[src/rtl/dtree_stream_loader_pkg.sv]
// Shared types and sizes for the decision-tree stream loader.
package dtree_pkg;

  localparam int NUM_FEATURES = 9;
  localparam int FEAT_W       = 8;
  localparam int CLASS_W      = 2;
  localparam int CNT_W        = 16;
  localparam int IDX_W        = $clog2(NUM_FEATURES);

  typedef enum logic [1:0] {
    LOAD = 2'd0,
    EVAL = 2'd1,
    HOLD = 2'd2
  } state_t;

endpackage

[src/rtl/dtree_stream_loader_if.sv]
// Feature byte stream in and class result stream out of the loader.
//
// Handshake rule for both streams: a transfer happens on a rising clk edge
// where valid && ready; the source holds valid and its payload stable until
// that edge, and ready may be asserted independently of valid.
interface dtree_stream_loader_if
  import dtree_pkg::*;
#(
  parameter int DATA_W = FEAT_W,
  parameter int CLS_W  = CLASS_W
);

  logic              s_valid;
  logic              s_ready;
  logic [DATA_W-1:0] s_data;
  logic              s_last;

  logic              m_valid;
  logic              m_ready;
  logic [CLS_W-1:0]  m_class;
  logic              m_error;

  // master: upstream byte source and downstream result sink
  modport master (
    output s_valid, s_data, s_last, m_ready,
    input  s_ready, m_valid, m_class, m_error
  );

  // slave: the loader itself
  modport slave (
    input  s_valid, s_data, s_last, m_ready,
    output s_ready, m_valid, m_class, m_error
  );

endinterface

[src/rtl/dtree_stream_loader.sv]
// Assembles a byte stream into the parallel feature bus for an external
// combinational decision tree and returns the registered class as a result.
module dtree_stream_loader
  import dtree_pkg::*;
(
  input  logic                           clk,
  input  logic                           rst_n,
  dtree_stream_loader_if.slave           bus,
  output logic [NUM_FEATURES*FEAT_W-1:0] feat_bus,
  input  logic [CLASS_W-1:0]             tree_class,
  output logic                           drop_pulse,
  output logic [CNT_W-1:0]               vec_cnt,
  output state_t                         state_dbg
);

  localparam logic [IDX_W-1:0] LAST_IDX = IDX_W'(NUM_FEATURES - 1);

  state_t               state;
  state_t               state_nxt;
  logic [IDX_W-1:0]     idx;
  logic [FEAT_W-1:0]    feat [NUM_FEATURES];
  logic                 err_r;
  logic                 m_valid_q;
  logic [CLASS_W-1:0]   m_class_q;
  logic                 m_error_q;
  logic                 drop_q;
  logic [CNT_W-1:0]     vec_cnt_q;
  logic                 accept;
  logic                 deliver;

  assign bus.s_ready = (state == LOAD);
  assign accept      = bus.s_valid && (state == LOAD);
  assign deliver     = (state == HOLD) && m_valid_q && bus.m_ready;

  assign bus.m_valid = m_valid_q;
  assign bus.m_class = m_class_q;
  assign bus.m_error = m_error_q;
  assign drop_pulse  = drop_q;
  assign vec_cnt     = vec_cnt_q;
  assign state_dbg   = state;

  always_comb begin
    feat_bus = '0;
    for (int k = 0; k < NUM_FEATURES; k++) begin
      feat_bus[k*FEAT_W +: FEAT_W] = feat[k];
    end
  end

  always_comb begin
    state_nxt = state;
    case (state)
      LOAD:    if (accept && (idx == LAST_IDX)) state_nxt = EVAL;
      EVAL:    state_nxt = HOLD;
      HOLD:    if (deliver) state_nxt = LOAD;
      default: state_nxt = LOAD;
    endcase
  end

  always_ff @(posedge clk or negedge rst_n) begin
    if (!rst_n) begin
      state <= LOAD;
    end else begin
      state <= state_nxt;
    end
  end

  always_ff @(posedge clk or negedge rst_n) begin
    if (!rst_n) begin
      idx       <= '0;
      err_r     <= 1'b0;
      m_valid_q <= 1'b0;
      m_class_q <= '0;
      m_error_q <= 1'b0;
      drop_q    <= 1'b0;
      vec_cnt_q <= '0;
      for (int k = 0; k < NUM_FEATURES; k++) begin
        feat[k] <= '0;
      end
    end else begin
      drop_q <= 1'b0;

      if (accept) begin
        feat[idx] <= bus.s_data;
        if (idx == LAST_IDX) begin
          // A missing last marker is flagged but the vector is still evaluated.
          idx   <= '0;
          err_r <= ~bus.s_last;
        end else if (bus.s_last) begin
          // Short vector: discard it, leaving the partial bytes on feat_bus.
          idx    <= '0;
          drop_q <= 1'b1;
        end else begin
          idx <= idx + 1'b1;
        end
      end

      if (state == EVAL) begin
        m_class_q <= tree_class;
        m_error_q <= err_r;
        m_valid_q <= 1'b1;
      end

      if (deliver) begin
        m_valid_q <= 1'b0;
        vec_cnt_q <= vec_cnt_q + 1'b1;
      end
    end
  end

endmodule
[src/flat_wrapper.sv]
// flat-port wrapper written by rule: the top's interface ports become plain ports
module dtree_stream_loader_flat import dtree_pkg::*;
  (clk, rst_n, feat_bus, tree_class, drop_pulse, vec_cnt, state_dbg, bus_s_valid, bus_s_data, bus_s_last, bus_m_ready, bus_s_ready, bus_m_valid, bus_m_class, bus_m_error);
  dtree_stream_loader_if bus_i ();
  input  logic clk;
  input  logic rst_n;
  output logic [NUM_FEATURES*FEAT_W-1:0] feat_bus;
  input  logic [CLASS_W-1:0] tree_class;
  output logic drop_pulse;
  output logic [CNT_W-1:0] vec_cnt;
  output state_t state_dbg;
  input wire logic [$bits(bus_i.s_valid)-1:0] bus_s_valid;
  input wire logic [$bits(bus_i.s_data)-1:0] bus_s_data;
  input wire logic [$bits(bus_i.s_last)-1:0] bus_s_last;
  input wire logic [$bits(bus_i.m_ready)-1:0] bus_m_ready;
  output wire logic [$bits(bus_i.s_ready)-1:0] bus_s_ready;
  output wire logic [$bits(bus_i.m_valid)-1:0] bus_m_valid;
  output wire logic [$bits(bus_i.m_class)-1:0] bus_m_class;
  output wire logic [$bits(bus_i.m_error)-1:0] bus_m_error;
  assign bus_i.s_valid = bus_s_valid;
  assign bus_i.s_data = bus_s_data;
  assign bus_i.s_last = bus_s_last;
  assign bus_i.m_ready = bus_m_ready;
  assign bus_s_ready = bus_i.s_ready;
  assign bus_m_valid = bus_i.m_valid;
  assign bus_m_class = bus_i.m_class;
  assign bus_m_error = bus_i.m_error;
  dtree_stream_loader u_core (.clk(clk), .rst_n(rst_n), .bus(bus_i), .feat_bus(feat_bus), .tree_class(tree_class), .drop_pulse(drop_pulse), .vec_cnt(vec_cnt), .state_dbg(state_dbg));
endmodule
[config.mk]
export PLATFORM = sky130hd
export DESIGN_NAME = dtree_stream_loader_flat
export DESIGN_NICKNAME = d
export VERILOG_FILES = /design/src/rtl/dtree_stream_loader_pkg.sv /design/src/rtl/dtree_stream_loader_if.sv /design/src/rtl/dtree_stream_loader.sv /design/src/flat_wrapper.sv
export SDC_FILE = /design/constraint.sdc
export NUM_CORES = 1
export LEC_CHECK = 0
export ABC_AREA = 0
export CORE_MARGIN = 10
export CORE_UTILIZATION = 48
export CTS_CLUSTER_SIZE = 10
export DETAILED_ROUTE_END_ITERATION = 10
export MAX_ROUTING_LAYER = met4
export PLACE_DENSITY = 0.8
export SLEW_MARGIN = 10
export SYNTH_ARGS = -nofsm -noshare
export SYNTH_HDL_FRONTEND = slang
export SYNTH_SLANG_ARGS = --single-unit
export TNS_END_PERCENT = 10
[constraint.sdc]
create_clock -name clk -period 2.5 [get_ports clk]
set_input_delay 0.5 -clock clk [delete_from_list [all_inputs] [get_ports clk]]
set_output_delay 0.5 -clock clk [all_outputs]
set_load 0.01 [all_outputs]
==> results.cfg, run 1 <==
[min_path]
worst_hold_path_type = in2async

[detailed_routing]
detail_route.wl_per_cell_um = 18.8
dr_total_vias = 2546
post_drt_antenna_nets = 0
iteration_0_drc_markers = 71
post_drt_via_cell_ratio = 5.07
detail_route.first_pass.iterations = 4
route.detailed.drc = 0
totalWireLength_um = 9420

[critical_path]
reg_to_reg_critical_path_endpoint = u_core.feat_bus[26]
worst_endpoint_required_time_ns = 2.75
critical_path.cell_chain = clkdlybuf4s50_1 > or3b_1 > or4b_4 > mux2_4
crit_path_end_kind = flip-flop
delay_of_the_slowest_critical_path_stage_ns = 0.62
arrival_ns = 2.35
critPathLaunchType = input pin
worst-setup-path-type = in2reg
reg2reg_slack_ns = 0.50
worstSetupStartpoint = bus_s_valid
crit_end = u_core.feat_bus[26]
r2r-start = u_core.state_dbg[1]
timing.reg2reg.worst_path_depth = 3
crit_fanout = 8
crit_slowest_cell = or4b_4

[clock_tree]
cts_hold_repair.buffers = 0
post_cts_resized = 0
clk-insertion-delay-late_ns = 0.37
tritoncts = built
post_cts_buffers = 0
h-tree-depth = 3
cts_root_buffer = clkbuf_8
clock-sinks = 100
cts.clk_slew.worst_paths_ns = 0.10
tritoncts.num_buffers = 9
max-clock-path-buffers = 2

[layout]
multi_input_area_um2 = 1430
mostFrequentLayoutCells = clkdlybuf4s50_1 (109), dfrtp_1 (100), mux2_2 (67)
num_antenna_cells = 0
n_fill_cell = 630
layout-drive-gt1-share_pct = 26.7
area_growth_pct = 37.0
nNetsFinal = 413
layout_commonest_cell = clkdlybuf4s50_1
seqCellArea_um2 = 2500
non_filler_instance_count_after_layout = 502

[sta]
setup-tns-final_ns = 0
tightest_slew_ns = 0.473
setup_violations = 0
maxSlewViolCount = 0
timing.final.ws_setup_ns = 0.398
hold_viol = 0
min_period_over_period_pct = 84.1
grt_setup_unrepaired = false
fin_skew_ns = 0.0123
slew_headroom_pct = 68.3
period_minus_slack_ns = 2.10
achievable-frequency_mhz = 476

[outcome]
run_status = finished, final reports clean

[floorplanning]
initial_utilization_pct = 48.8
core_area_um2 = 8130
row_count = 33
die_width_um = 111
floorplan.io_pins = 111
floorplan.die_area_um2 = 12300
chipHeight_um = 111

[grt]
first_pass_grt_wire_length_um = 15600
global_route_usage_over_all_layers_pct = 16.3
global_route.overflow_total = 0
grt_max_degree = 50
grt_pass1_vias = 2743
antenna_found_initial = 0

[placement]
portBuffers = 110
dp_cells = 487
place_hpwl_um = 7030
routabilityCongestion = 0.763
placement.setup.worst_slack_ns = 0.0276

[logic_synthesis]
syn-mean-instance-area_um2 = 14.9
synthesis.nets = 287
number_of_enable_flip_flop_cells_after_synthesis = 0
synth_cell_type_count = 34
synthCells = 267
ys_warn_count = 0
synth_sequential_area_ratio_pct = 63.0
synth_flop_cell = dfrtp_1
synthArstFlopShare_pct = 100
mappedNetlistArea_um2 = 3970
yosys_register_bits = 100

[power_and_ir_drop]
share_clk_of_total_power_pct = 17.2
p_switching_uw = 1640
p_sw_share_pct = 30.3
pwr-share-comb_pct = 38.6
ir_drop_mv = 0.620
power_uw = 5430
leakage_uw = 0.00246
power_per_standard_cell_area_nw_per_um2 = 997
cellInternalPower_uw = 3780
power_frac_seq_pct = 44.2

[job]
cap_viol_max_count = 0
per-layer routing:
metal	up-vias	global-route usage, %	part of all wire, %
met5	-	-	0
met4	0	5.73	1.5
met3	12	4.87	6.0
met1	1287	17.9	40
li1	1187	-	-
met2	60	27.4	52
logic make-up after synthesis:
| kind of cell | share of synthesized area (%) |
|---|---|
| AO/OA/AOI/OAI | 1.39 |
| XOR/XNOR | 3.31 |
| adder cells (fa/ha/maj) | 1.57 |
| buffers and inverters | 1.07 |
| flip-flops | 63.0 |
| multiplexers | 22.3 |
| AND/OR/NAND/NOR | 7.40 |
sequential cells by signal, summed over array words and instances (netlist names):
| name | count |
|---|---|
| u_core.vec_cnt | 16 |
| u_core.err_r | 1 |
| u_core.bus.m_class | 2 |
| u_core.feat_bus | 72 |
| u_core.drop_pulse | 1 |
| u_core.bus.m_error | 1 |
| u_core.bus.m_valid | 1 |
| u_core.state_dbg | 2 |
| u_core.idx | 4 |
worst max-delay path: cells and delay by family:
family | cells | cell delay, ns
simple gates | 2 | 1.05
buf+inv | 1 | 0.46
mux | 1 | 0.34
synth_stat cells (all sizes together) (2+ instances only):
cell    number  area [µm²]
nand3        5        25.0
nor2         7        28.8
and3         3        18.8
dfrtp      100        2500
nand2b       2        12.5
nor3         4        20.0
ha           5        62.6
xor2         3        26.3
mux2        75         875
o21ai        7        35.0
buf          2        16.3
nand4        5        31.3
inv          5        18.8
xnor2       12         105
nand2       16        67.6
clkbuf       2        7.51
worst min path at each step:
stage / startpoint / end / slack [ns] / cells after the start
5_1_grt: rst_n / u_core.feat_bus[51] / 0.09 / 1
3_3_place_gp: u_core.vec_cnt[15] / u_core.vec_cnt[15] / 0.46 / 1
3_5_place_dp: u_core.bus.m_error / u_core.bus.m_error / 0.48 / 2
4_1_cts: rst_n / u_core.feat_bus[52] / 0.07 / 1
6_report: rst_n / u_core.feat_bus[51] / 0.07 / 1
2_1_floorplan: rst_n / u_core.bus.m_class[0] / 0.20 / 0
power by group through the flow:
stage          sequential, µW  clock, µW  combinational [µW]
6_report                 2400        935                2090
5_1_grt                  2470       1030                2240
3_5_place_dp             2430          0                2140
4_1_cts                  2400        964                2140
2_1_floorplan            2610          0                 662
3_3_place_gp             2400          0                2090
area by class of cell:
class / instances / area share [%]
clock buffers: 9 / 2.28
inverters: 5 / 0.345
multi-input cells: 158 / 26.2
well taps: 105 / 2.41
repair buffers: 119 / 21.9
flip-flops and latches: 100 / 46.0
clock inverters: 6 / 0.874
per-stage QoR:
stage	utilization, %	instance area, µm²	hold slack [ns]
detailed placement	64.8	5270	0.477
global placement	64.8	5270	0.459
CTS	66.9	5440	0.0743
finish	66.9	5440	0.0675
global route	66.9	5440	0.0853
floorplan	-	3970	0.204
(Power assumes the default switching activity.)
==> run 2, diff against run 1 <==
--- a/config.mk
+++ b/config.mk
@@ -7,11 +7,11 @@
 export LEC_CHECK = 0
 export ABC_AREA = 0
 export CORE_MARGIN = 10
-export CORE_UTILIZATION = 48
+export CORE_UTILIZATION = 43
 export CTS_CLUSTER_SIZE = 10
 export DETAILED_ROUTE_END_ITERATION = 10
 export MAX_ROUTING_LAYER = met4
-export PLACE_DENSITY = 0.8
+export PLACE_DENSITY = 0.76
 export SLEW_MARGIN = 10
 export SYNTH_ARGS = -nofsm -noshare
 export SYNTH_HDL_FRONTEND = slang
==> constraint.sdc (replaced) <==
create_clock -name clk -period 1.9 [get_ports clk]
set_input_delay 0.38 -clock clk [delete_from_list [all_inputs] [get_ports clk]]
set_output_delay 0.38 -clock clk [all_outputs]
set_load 0.01 [all_outputs]
==> run 2 against run 1 <==
Via count up 1.8%; sequential share of layout area down 1.3 points; total power up 40%; sequential power up 32%; first-iteration DRC count up 61%; clock-buffer cell count unchanged; critical path type is now reg2reg; critical endpoint is now u_core.feat_bus[29]; largest power group unchanged.
==> results.cfg, run 2 (synthesized netlist as in run 1, its figures left out) <==
[sta]
hold_viol = 0
slew_headroom_pct = 64.0
fin_skew_ns = 0.00990
tightest_slew_ns = 0.540
timing.final.ws_setup_ns = 0.0445
period_minus_slack_ns = 1.86
setup-tns-final_ns = 0
min_period_over_period_pct = 97.7
maxSlewViolCount = 0
setup_violations = 0
achievable-frequency_mhz = 539
final.hold.worst_slack_ns = 0.0453

[min_path]
worst_hold_path_type = in2async

[grt]
grt_max_degree = 101
antenna_found_initial = 0
global_route.overflow_total = 0
grt_pass1_vias = 2848
global_route_usage_over_all_layers_pct = 15.2
first_pass_grt_wire_length_um = 15500

[critical_path]
reg2reg_slack_ns = 0.04
worst-setup-path-type = reg2reg
r2r-start = u_core.state_dbg[0]
arrival_ns = 2.10
timing.reg2reg.worst_path_depth = 3
reg_to_reg_critical_path_endpoint = u_core.feat_bus[29]
critPathLaunchType = flip-flop
delay_of_the_slowest_critical_path_stage_ns = 0.60
worst_path_bufs_invs = 0
timing.critical_path.max_delay_family = simple AND/OR/NAND/NOR gates
crit_path_end_kind = flip-flop
critical_path.cell_chain = or3b_4 > or4b_4 > mux2_4
crit_slowest_cell = or4b_4
crit_fanout = 8
worst_endpoint_required_time_ns = 2.14

[floorplanning]
die_width_um = 116
floorplan.io_pins = 111
chipHeight_um = 116
initial_utilization_pct = 43.6
core_area_um2 = 9110
floorplan.die_area_um2 = 13500
row_count = 35

[layout]
area_growth_pct = 40.9
nNetsFinal = 419
layout-drive-gt1-share_pct = 28.2
number_of_flip_flops_in_the_largest_register = 72
non_filler_instance_count_after_layout = 515
seqCellArea_um2 = 2500
mostFrequentLayoutCells = clkdlybuf4s50_1 (107), dfrtp_1 (100), mux2_2 (67)
layout_commonest_cell = clkdlybuf4s50_1
num_antenna_cells = 0
n_fill_cell = 747
multi_input_area_um2 = 1440

[detailed_routing]
post_drt_via_cell_ratio = 5.03
dr_total_vias = 2591
route.detailed.drc = 0
detail_route.wl_per_cell_um = 18.8
post_drt_antenna_nets = 0
detail_route.first_pass.iterations = 4
totalWireLength_um = 9680
iteration_0_drc_markers = 114

[placement]
dp_cells = 498
routabilityCongestion = 0.755
placement.setup.worst_slack_ns = -0.471
portBuffers = 110
place_hpwl_um = 6960

[clock_tree]
tritoncts = built
max-clock-path-buffers = 2
tritoncts.num_buffers = 9
cts_root_buffer = clkbuf_8
clock-sinks = 100
cts_hold_repair.buffers = 0
clk-insertion-delay-late_ns = 0.35
cts.clk_slew.worst_paths_ns = 0.10
h-tree-depth = 3

[outcome]
run_status = finished, final reports clean

[power_and_ir_drop]
ir_drop_mv = 0.487
leakage_uw = 0.00253
power_uw = 7580
power_per_standard_cell_area_nw_per_um2 = 1360

[job]
cap_viol_max_count = 0
-- run 2: final cells by class --
| class | count | area share [%] |
|---|---|---|
| inverters | 5 | 0.335 |
| repair buffers | 125 | 22.3 |
| multi-input cells | 158 | 25.8 |
| clock buffers | 9 | 2.21 |
| flip-flops and latches | 100 | 44.7 |
| well taps | 111 | 2.48 |
| clock inverters | 7 | 2.17 |
-- run 2: what timing repair did --
item | 4_1_cts | 5_1_grt
setup endpoints to repair | 9 | 48
buffers inserted | 1 | 0
pin swaps | 2 | 2
gates resized for setup | 3 | 6
-- run 2: per-layer routing --
layer,GRT usage (%),wire length (µm),vias to the layer above
li1,-,-,1207
met1,17.4,3930,1312
met2,26.3,5170,61
met3,3.08,444,11
met4,5.09,131,0
met5,-,0,-
-- run 2: through the flow --
| stage | area [µm²] | util (%) |
|---|---|---|
| 6_report | 5600 | 61.4 |
| 5_1_grt | 5600 | 61.4 |
| 4_1_cts | 5570 | 61.1 |
| 3_5_place_dp | 5320 | 58.4 |
| 3_3_place_gp | 5320 | 58.4 |
| 2_1_floorplan | 3970 | - |
-- run 2: where the power goes --
group | leakage [µW] | internal (µW) | switching, µW
Combinational | 0.00111 | 1740 | 1050
Sequential | 0.00129 | 2770 | 393
Clock | 0.000124 | 885 | 743
Total | 0.00253 | 5390 | 2190
-- run 2: how the worst max path moves through the flow --
stage                                    from             endpoint  depth (start not counted)
final                     u_core.state_dbg[0]  u_core.feat_bus[29]                          3
after global routing      u_core.state_dbg[0]  u_core.feat_bus[53]                          6
after CTS                 u_core.state_dbg[0]  u_core.feat_bus[29]                          3
after detailed placement          bus_s_valid  u_core.feat_bus[29]                          4
after global placement            bus_s_valid  u_core.feat_bus[31]                          4
after floorplan           u_core.state_dbg[1]  u_core.feat_bus[24]                          5
-- run 2: worst reg2reg max path, delay by kind of cell, from the launching register on --
family / cells / cell delay (ns)
flip-flops: 1 / 0.39
multiplexers: 1 / 0.34
AND/OR/NAND/NOR: 2 / 1.02
==> run 3, diff against run 2 <==
--- a/config.mk
+++ b/config.mk
@@ -6,7 +6,6 @@
 export NUM_CORES = 1
 export LEC_CHECK = 0
 export ABC_AREA = 0
-export CORE_MARGIN = 10
 export CORE_UTILIZATION = 43
 export CTS_CLUSTER_SIZE = 10
 export DETAILED_ROUTE_END_ITERATION = 10
==> run 3 against run 2 <==
The run now ends with design-rule violations left; routed wire length down 11%; register-to-register slack hardly changed; clock power fell by 18%; non-clock buffer count grew 2; hold slack better by 0.43 ns; first-iteration DRC count fell by 5.3%; largest power group unchanged; utilization is 1.1 points higher; critical path depth did not move; critical path type unchanged; total power shrank 4.8%.
==> results.cfg, run 3 (synthesized netlist as in run 1, its figures left out) <==
[layout]
num_antenna_cells = 0
fin_util_pct = 62.5
seqCellArea_um2 = 2500
mostFrequentLayoutCells = clkdlybuf4s50_1 (107), dfrtp_1 (100), mux2_2 (67)
non_filler_instance_count_after_layout = 513
layout_commonest_cell = clkdlybuf4s50_1
layout-drive-gt1-share_pct = 27.9
area_growth_pct = 39.2
nNetsFinal = 421
number_of_flip_flops_in_the_largest_register = 72
n_fill_cell = 688
multi_input_area_um2 = 1430

[critical_path]
critPathLaunchType = flip-flop
crit_path_end_kind = flip-flop
delay_of_the_slowest_critical_path_stage_ns = 0.60
arrival_ns = 2.10
timing.reg2reg.worst_path_depth = 3
worst-setup-path-type = reg2reg
r2r-start = u_core.state_dbg[1]
worst_endpoint_required_time_ns = 2.14
critical_path.cell_chain = or3b_4 > or4b_4 > mux2_4
reg_to_reg_critical_path_endpoint = u_core.feat_bus[30]
reg2reg_slack_ns = 0.04
crit_slowest_cell = or4b_4
crit_fanout = 8

[placement]
dp_cells = 497
routabilityCongestion = 0.796
place_hpwl_um = 6200
portBuffers = 110
placement.setup.worst_slack_ns = -0.474

[power_and_ir_drop]
power_frac_seq_pct = 43.6
p_switching_uw = 2080
power_per_standard_cell_area_nw_per_um2 = 1310
ir_drop_mv = 0.737
share_clk_of_total_power_pct = 18.5
power_uw = 7220
leakage_uw = 0.00250
pwr-share-comb_pct = 37.9
cellInternalPower_uw = 5140
p_sw_share_pct = 28.8

[outcome]
violations = design-rule violations
run_status = finished with violations

[sta]
slew_headroom_pct = 65.3
fin_skew_ns = 0.0125
final.hold.worst_slack_ns = 0.471
timing.final.ws_setup_ns = 0.0395
min_period_over_period_pct = 97.9
achievable-frequency_mhz = 537
period_minus_slack_ns = 1.86
tightest_slew_ns = 0.521
setup_violations = 0
hold_viol = 0
grt_setup_unrepaired = true
maxSlewViolCount = 0

[detailed_routing]
dr_total_vias = 2587
detail_route.first_pass.iterations = 7
iteration_0_drc_markers = 108
post_drt_via_cell_ratio = 5.04
totalWireLength_um = 8610
post_drt_antenna_nets = 0
detail_route.wl_per_cell_um = 16.8
route.detailed.drc = 6

[floorplanning]
core_area_um2 = 8850
floorplan.die_area_um2 = 9630
chipHeight_um = 98.1
die_width_um = 98.1
initial_utilization_pct = 44.9
floorplan.io_pins = 111
row_count = 34

[clock_tree]
h-tree-depth = 3
cts_root_buffer = clkbuf_8
tritoncts = built
max-clock-path-buffers = 2
clock-sinks = 100
clk-insertion-delay-late_ns = 0.36
tritoncts.num_buffers = 9
cts.clk_slew.worst_paths_ns = 0.09

[grt]
global_route.overflow_total = 0
first_pass_grt_wire_length_um = 14300
grt_pass1_vias = 2728
global_route_usage_over_all_layers_pct = 20.1
grt_max_degree = 40
antenna_found_initial = 0

[job]
cap_viol_max_count = 0

[min_path]
worst_hold_path_stage_count = 1
worst_hold_path_type = reg2reg
hold_path_end = u_core.vec_cnt[15]
holdCritStartpoint = u_core.vec_cnt[15]
-- run 3: changes by cell type in the layout (fill, tap and decap cells not counted), sizes merged --
cell,before,now
buf,16,17
bufinv,3,1
clkbuf,9,11
clkinv,2,1
clkinvlp,0,2
dlygate4sd3,0,1
inv,7,5
-- run 3: per-stage QoR --
| step | cell area [µm²] | TNS (ns) |
|---|---|---|
| 6_report | 5530 | 0 |
| 5_1_grt | 5530 | -0.0396 |
| 3_3_place_gp | 5330 | -23.73 |
| 3_5_place_dp | 5330 | -25.70 |
| 2_1_floorplan | 3970 | -1.18 |
| 4_1_cts | 5530 | 0 |
-- run 3: repair_timing --
| action | in CTS | in global routing |
|---|---|---|
| buffers inserted | 0 | 0 |
| hold buffers | 1 | 0 |
| pin swaps | 0 | 0 |
| resized for setup | 3 | 0 |
| hold endpoints to repair | 13 | 0 |
| endpoints found under the setup margin | 9 | 8 |
-- run 3: critical path: cells and delay by family (launching register included) --
family	cells	cell delay [ns]
flops	1	0.39
mux	1	0.33
simple gates	2	1.03
-- run 3: cell type report --
class | count | share of cell area, %
timing repair buffer | 127 | 22.6
multi-input combinational | 158 | 25.9
clock inverter | 4 | 0.905
inverter | 5 | 0.339
sequential | 100 | 45.3
clock buffer | 11 | 2.56
tap | 108 | 2.44
-- run 3: worst max path at each step --
| stage | slack [ns] | end | cells after the start | from |
|---|---|---|---|---|
| after global routing | -0.008 | u_core.feat_bus[27] | 3 | u_core.state_dbg[1] |
| after detailed placement | -0.47 | u_core.feat_bus[27] | 4 | bus_s_valid |
| after floorplan | -0.1 | u_core.feat_bus[24] | 5 | u_core.state_dbg[1] |
| after CTS | 0.03 | u_core.feat_bus[30] | 3 | u_core.state_dbg[1] |
| after global placement | -0.45 | u_core.feat_bus[31] | 4 | bus_s_valid |
| final | 0.04 | u_core.feat_bus[30] | 3 | u_core.state_dbg[1] |
-- run 3: power groups by stage --
stage / Combinational [µW] / Sequential, µW / Clock [µW]
4_1_cts: 2770 / 3140 / 1370
2_1_floorplan: 871 / 3440 / 0
6_report: 2730 / 3140 / 1340
3_5_place_dp: 2760 / 3180 / 0
5_1_grt: 2900 / 3230 / 1460
3_3_place_gp: 2710 / 3150 / 0
-- run 3: routing by layer --
| layer | track usage, % | routed length (µm) | share of wire, % | vias up |
|---|---|---|---|---|
| met4 | 6.53 | 141 | 1.6 | 0 |
| met1 | 25.7 | 4000 | 46 | 1312 |
| met3 | 5.23 | 327 | 3.8 | 13 |
| met5 | - | 0 | 0 | - |
| li1 | - | - | - | 1201 |
| met2 | 31.4 | 4140 | 48 | 61 |
